## src/rtl/i2s_pkg.sv

```systemverilog
// Shared types and helpers for the I2S transmitter slice.
package i2s_pkg;

    typedef enum logic {
        CH_LEFT  = 1'b0,
        CH_RIGHT = 1'b1
    } channel_e;

    // System clocks per full left+right frame.
    function automatic int unsigned clks_per_frame(input int unsigned bclk_div,
                                                   input int unsigned slot_bits);
        return 4 * bclk_div * slot_bits;
    endfunction

endpackage

```

## src/rtl/i2s_bclk_gen.sv

```systemverilog
// Bit-clock divider: toggles bclk_o every bclk_div_p system clocks and flags
// the cycle in which bclk_o is being registered 1->0.
module i2s_bclk_gen #(
    parameter int unsigned bclk_div_p = 4
) (
    input  logic clk_i,
    input  logic reset_i,
    output logic bclk_o,
    output logic fall_o
);

    localparam int unsigned cnt_w = (bclk_div_p > 1) ? $clog2(bclk_div_p) : 1;

    logic [cnt_w-1:0] cnt;
    logic             term;

    assign term   = (cnt == cnt_w'(bclk_div_p - 1));
    assign fall_o = term & bclk_o;

    always_ff @(posedge clk_i) begin
        if (reset_i) begin
            cnt    <= '0;
            bclk_o <= 1'b0;
        end else if (term) begin
            cnt    <= '0;
            bclk_o <= ~bclk_o;
        end else begin
            cnt    <= cnt + 1'b1;
        end
    end

endmodule

```

## src/rtl/i2s_tx.sv

```systemverilog
// I2S DAC transmitter: single-entry hold buffer feeding a per-slot shift
// register, MSB first with the standard one-bit delay after word-select.
module i2s_tx
    import i2s_pkg::*;
#(
    parameter int unsigned width_p     = 24,
    parameter int unsigned bclk_div_p  = 4,
    parameter int unsigned slot_bits_p = 32
) (
    input  logic               clk_i,
    input  logic               reset_i,
    input  logic [width_p-1:0] data_i,
    input  logic               valid_i,
    output logic               ready_o,
    output logic               bclk_o,
    output logic               lrclk_o,
    output logic               sdata_o,
    output logic               underrun_o
);

    localparam int unsigned pos_w = $clog2(slot_bits_p);

    logic               fall;
    logic               hold_valid;
    logic [width_p-1:0] hold_data;
    logic [width_p-1:0] shift;
    logic [pos_w-1:0]   pos;
    logic               wrap;
    channel_e           channel;

    i2s_bclk_gen #(
        .bclk_div_p(bclk_div_p)
    ) u_bclk_gen (
        .clk_i  (clk_i),
        .reset_i(reset_i),
        .bclk_o (bclk_o),
        .fall_o (fall)
    );

    assign ready_o = ~hold_valid;
    assign wrap    = (pos == pos_w'(slot_bits_p - 1));

    always_ff @(posedge clk_i) begin
        if (reset_i) begin
            hold_valid <= 1'b0;
            hold_data  <= '0;
            shift      <= '0;
            pos        <= pos_w'(slot_bits_p - 1);
            channel    <= CH_RIGHT;
            lrclk_o    <= 1'b0;
            sdata_o    <= 1'b0;
            underrun_o <= 1'b0;
        end else begin
            underrun_o <= 1'b0;

            // Fill and drain never coincide: filling needs the buffer empty,
            // draining needs it full.
            if (valid_i && ready_o) begin
                hold_valid <= 1'b1;
                hold_data  <= data_i;
            end

            if (fall) begin
                if (wrap) begin
                    pos     <= '0;
                    channel <= (channel == CH_LEFT) ? CH_RIGHT : CH_LEFT;
                    lrclk_o <= (channel == CH_LEFT);
                    sdata_o <= 1'b0;
                    if (hold_valid) begin
                        shift      <= hold_data;
                        hold_valid <= 1'b0;
                    end else begin
                        shift      <= '0;
                        underrun_o <= 1'b1;
                    end
                end else begin
                    pos <= pos + 1'b1;
                    // New position pos+1 lies in 1..width_p exactly when pos < width_p.
                    if (pos < pos_w'(width_p)) begin
                        sdata_o <= shift[width_p-1];
                        shift   <= shift << 1;
                    end else begin
                        sdata_o <= 1'b0;
                    end
                end
            end
        end
    end

endmodule
```

## config.mk

```make
export PLATFORM = sky130hd
export DESIGN_NAME = i2s_tx
export DESIGN_NICKNAME = d
export VERILOG_FILES = /design/src/rtl/i2s_pkg.sv /design/src/rtl/i2s_bclk_gen.sv /design/src/rtl/i2s_tx.sv
export SDC_FILE = /design/constraint.sdc
export NUM_CORES = 1
export LEC_CHECK = 0
export BUFFER_PORTS_ARGS = -buffer_cell sky130_fd_sc_hd__buf_2
export CAP_MARGIN = 20
export CORE_AREA = 2 2 75 77
export DETAILED_ROUTE_END_ITERATION = 8
export DIE_AREA = 0 0 77 79
export GPL_TIMING_DRIVEN = 0
export HOLD_SLACK_MARGIN = 0.1
export PLACE_DENSITY = 0.78
export SETUP_SLACK_MARGIN = 0.1
export SYNTH_ARGS = -nofsm -noshare
export SYNTH_HDL_FRONTEND = slang
export SYNTH_SLANG_ARGS = --single-unit
```

## constraint.sdc

```tcl
create_clock -name clk_i -period 1.81 [get_ports clk_i]
set_input_delay 0.181 -clock clk_i [delete_from_list [all_inputs] [get_ports clk_i]]
set_output_delay 0.181 -clock clk_i [all_outputs]
set_load 0.005 [all_outputs]
```

==> out/metrics.yaml <==
status: "finished, violations left"
violations: "negative setup slack"
avgSynthCellArea_um2: 8.82
cts_tree: "done"
grt_pass1_wl_mm: 11.6
cts_buffer_depth: 2
die_h_um: 79
grt_max_degree: 11
hold_class: "in2reg"
cp.required_ns: 2.00
antenna_found_initial: 0
synth_edf_count: 0
clk_pin_slew_ns: 0.06
cts_root_buf: "clkbuf_8"
drv_cap: 0
fillers: 402
yosysSeqAreaShare_pct: 45.4
synth_area_mm2: 0.00269
grt_util_all_layers_pct: 23.8
total_power_mw: 2.79
report.final.setup_viol: 1
critical_path_class: "reg2reg"
row_count: 27
firstDrtPassIters: 4
pwr-share-comb_pct: 11.7
cp_common_cell: "ha_4"
clock_skew_ns: 0.00684
vias_per_cell: 5.48
grt-busiest-layer: "met2"
synth_compound_area_share_pct: 22.6
async_flop_share_pct: 0
use_met3_pct: 5.91
critical_path.top_delay_family: "simple AND/OR/NAND/NOR gates"
ios: 32
die_area_mm2: 0.00608
max_slew_margin_pct: 52.2
wl_per_cell_um: 15.1
synth-xor-area-share_pct: 0.326
grt_pass1_vias: 2523
synth_cells: 305
fin_util_pct: 69.7
cp_cell_sequence: "ha_4, and3_4, ha_4, nand3b_1, buf_6, clkbuf_4, a21oi_1, a311oi_2"
via_count: 2505
synth.area.mux_share_pct: 0
worst_path_max_delay_cell: "dfxtp_2"
worst_hold_slack_ns: 0.281
num_antenna_cells: 0
met1_usage_pct: 28.3
tns_ns: -0.0124
htree_levels: 3
max_stage_delay_ns: 0.33
use_met2_pct: 40.9
grt_overflow: 0
portBuffers: 30
design.core.area_mm2: 0.00534
p_clk_share_pct: 37.5
drt-total-wl_mm: 6.89
remaining_drc_errors: 0
p_switching_mw: 0.695
power_switching_share_pct: 24.9
startpoint_type: "register"
synth_top_cells_by_count: "dfxtp_1, nand2_1, a21oi_1, nand3_1, nand2b_1"
drv_slew: 0
yosysUniqueCellTypes: 28
die_x_um: 77
area_delta_synth_final_pct: 38.4
insertion_delay_ns: 0.34
worst_slew_pin_slew_ns: 0.718
place_ws_ns: -0.186
ys.warnings.count: 0
nets: 413
internal_power_mw: 2.10
yosysMostFrequentCell: "dfxtp_1"
netlist_top_cells_area: "dfxtp_1, a311oi_2, a21oi_1"
finalWeightedCongestion: 0.748
drt_iter0_drc: 160
fin_ws_ns: -0.0124
synth_top_area_share_pct: 45.4
finalCritPeriodShare_pct: 101
synth_fa_ha_area_share_pct: 1.86
ir_worst_vdd_v: 0.000521
pwr-share-seq_pct: 50.9
fmax_mhz: 549
drive_gt1_share_pct: 32.5
numCtsBuffers: 9
power_leakage_nw: 1.33
hold_violations: 0
clkSinkCount: 61
cp_max_fo: 10
ant_nets: 0
synth_top_area_cell: "dfxtp_1"
dp_hpwl_mm: 3.79
start_util_pct: 50.4
synth_fp_nets: 336
power.density_mw_per_mm2: 750
critPathCaptureType: "register"
rsz0062_at_grt: "true"
ys_ff_latch: 61
synth_simple_gate_area_share_pct: 23.7
period_needed_ns: 1.82
ys.flop_type: "dfxtp_1"
arrival_ns: 2.01
synth_top_family_by_area: "simple AND/OR/NAND/NOR gates"
cp_num_buf_inv: 2
==> kinds of logic (layout without fill, tap and decap cells) <==
group           after synthesis  after routing
compound gates               78             78
xor+xnor                      1              1
fa+ha+maj                     4              4
buf+inv                      32            112
flops                        61             61
simple gates                129            129
==> final timing paths <==
path                                startpoint                      endpoint  slack, ns  cells past startpoint
setup / recovery           pos[0]$_SDFFE_PP1N_        shift[14]$_SDFFE_PP0P_      -0.01                      8
hold / removal                         reset_i         shift[0]$_SDFFE_PP0P_       0.28                      2
setup reg to reg           pos[0]$_SDFFE_PP1N_        shift[14]$_SDFFE_PP0P_      -0.01                      8
hold reg to reg   u_bclk_gen.cnt[0]$_SDFF_PP0_  u_bclk_gen.cnt[0]$_SDFF_PP0_       0.43                      1
==> what timing repair did <==
item                                    4_1_cts  5_1_grt
hold buffers                                 24        0
gates cloned                                  2        0
pin swaps                                    22        9
hold endpoints to repair                     24        0
endpoints found under the setup margin       28       29
setup buffers                                 9        3
gates resized for setup                      36       29
==> power groups by stage <==
| stage | sequential, mW | combinational, mW | clock (mW) |
|---|---|---|---|
| final | 1.42 | 0.325 | 1.05 |
| after global placement | 1.44 | 0.235 | 0 |
| after detailed placement | 1.45 | 0.239 | 0 |
| after CTS | 1.42 | 0.308 | 1.05 |
| after global routing | 1.42 | 0.361 | 1.11 |
| after floorplan | 1.44 | 0.166 | 0 |
==> worst reg2reg max path: stages, from the launching register on <==
cell and delay, ns:
dfxtp_2 0.33, ha_4 0.16, and3_4 0.19, ha_4 0.15, nand3b_1 0.20, buf_6 0.16, clkbuf_4 0.20, a21oi_1 0.22
a311oi_2 0.07
==> registers in the layout, summed over array words and instances (netlist names) <==
signal             flops
lrclk_o                1
u_bclk_gen.cnt         2
hold_valid             1
sdata_o                1
shift                 24
hold_data             24
channel                1
underrun_o             1
u_bclk_gen.bclk_o      1
pos                    5
==> cells in the final DEF, fill, tap and decap left out, types with 22 or more instances in the layout <==
cell / synthesis / routed
dfxtp_1: 61 / 59
nand2_1: 58 / 58
buf_2: 5 / 34
a21oi_1: 51 / 33
nand3_1: 27 / 26
nand2b_1: 25 / 25
dlygate4sd3_1: 0 / 24
a311oi_2: 19 / 22
==> layout make-up <==
class / count / area (um2) / area share [%]
multi-input combinational: 212 / 1480 / 39.9
timing repair buffer: 67 / 537 / 14.4
inverter: 1 / 3.75 / 0.101
clock inverter: 2 / 10.0 / 0.269
clock buffer: 12 / 155 / 4.17
buffer: 30 / 219 / 5.88
tap: 72 / 90.1 / 2.42
sequential: 61 / 1220 / 32.9
==> per-stage QoR <==
step                area [um2]  instances
global route              3720        457
floorplan                 2720        305
global placement          2960        407
CTS                       3630        455
finish                    3720        457
detailed placement        2960        407
==> per-layer routing <==
metal  up-vias  share of wire [%]  wire length (um)
met5         -                  0                 0
met1      1207                 44              3050
met3        16                3.7               257
li1       1225                  -                 -
met2        57                 50              3420
met4         0                2.5               169
(Power assumes the default switching activity.)
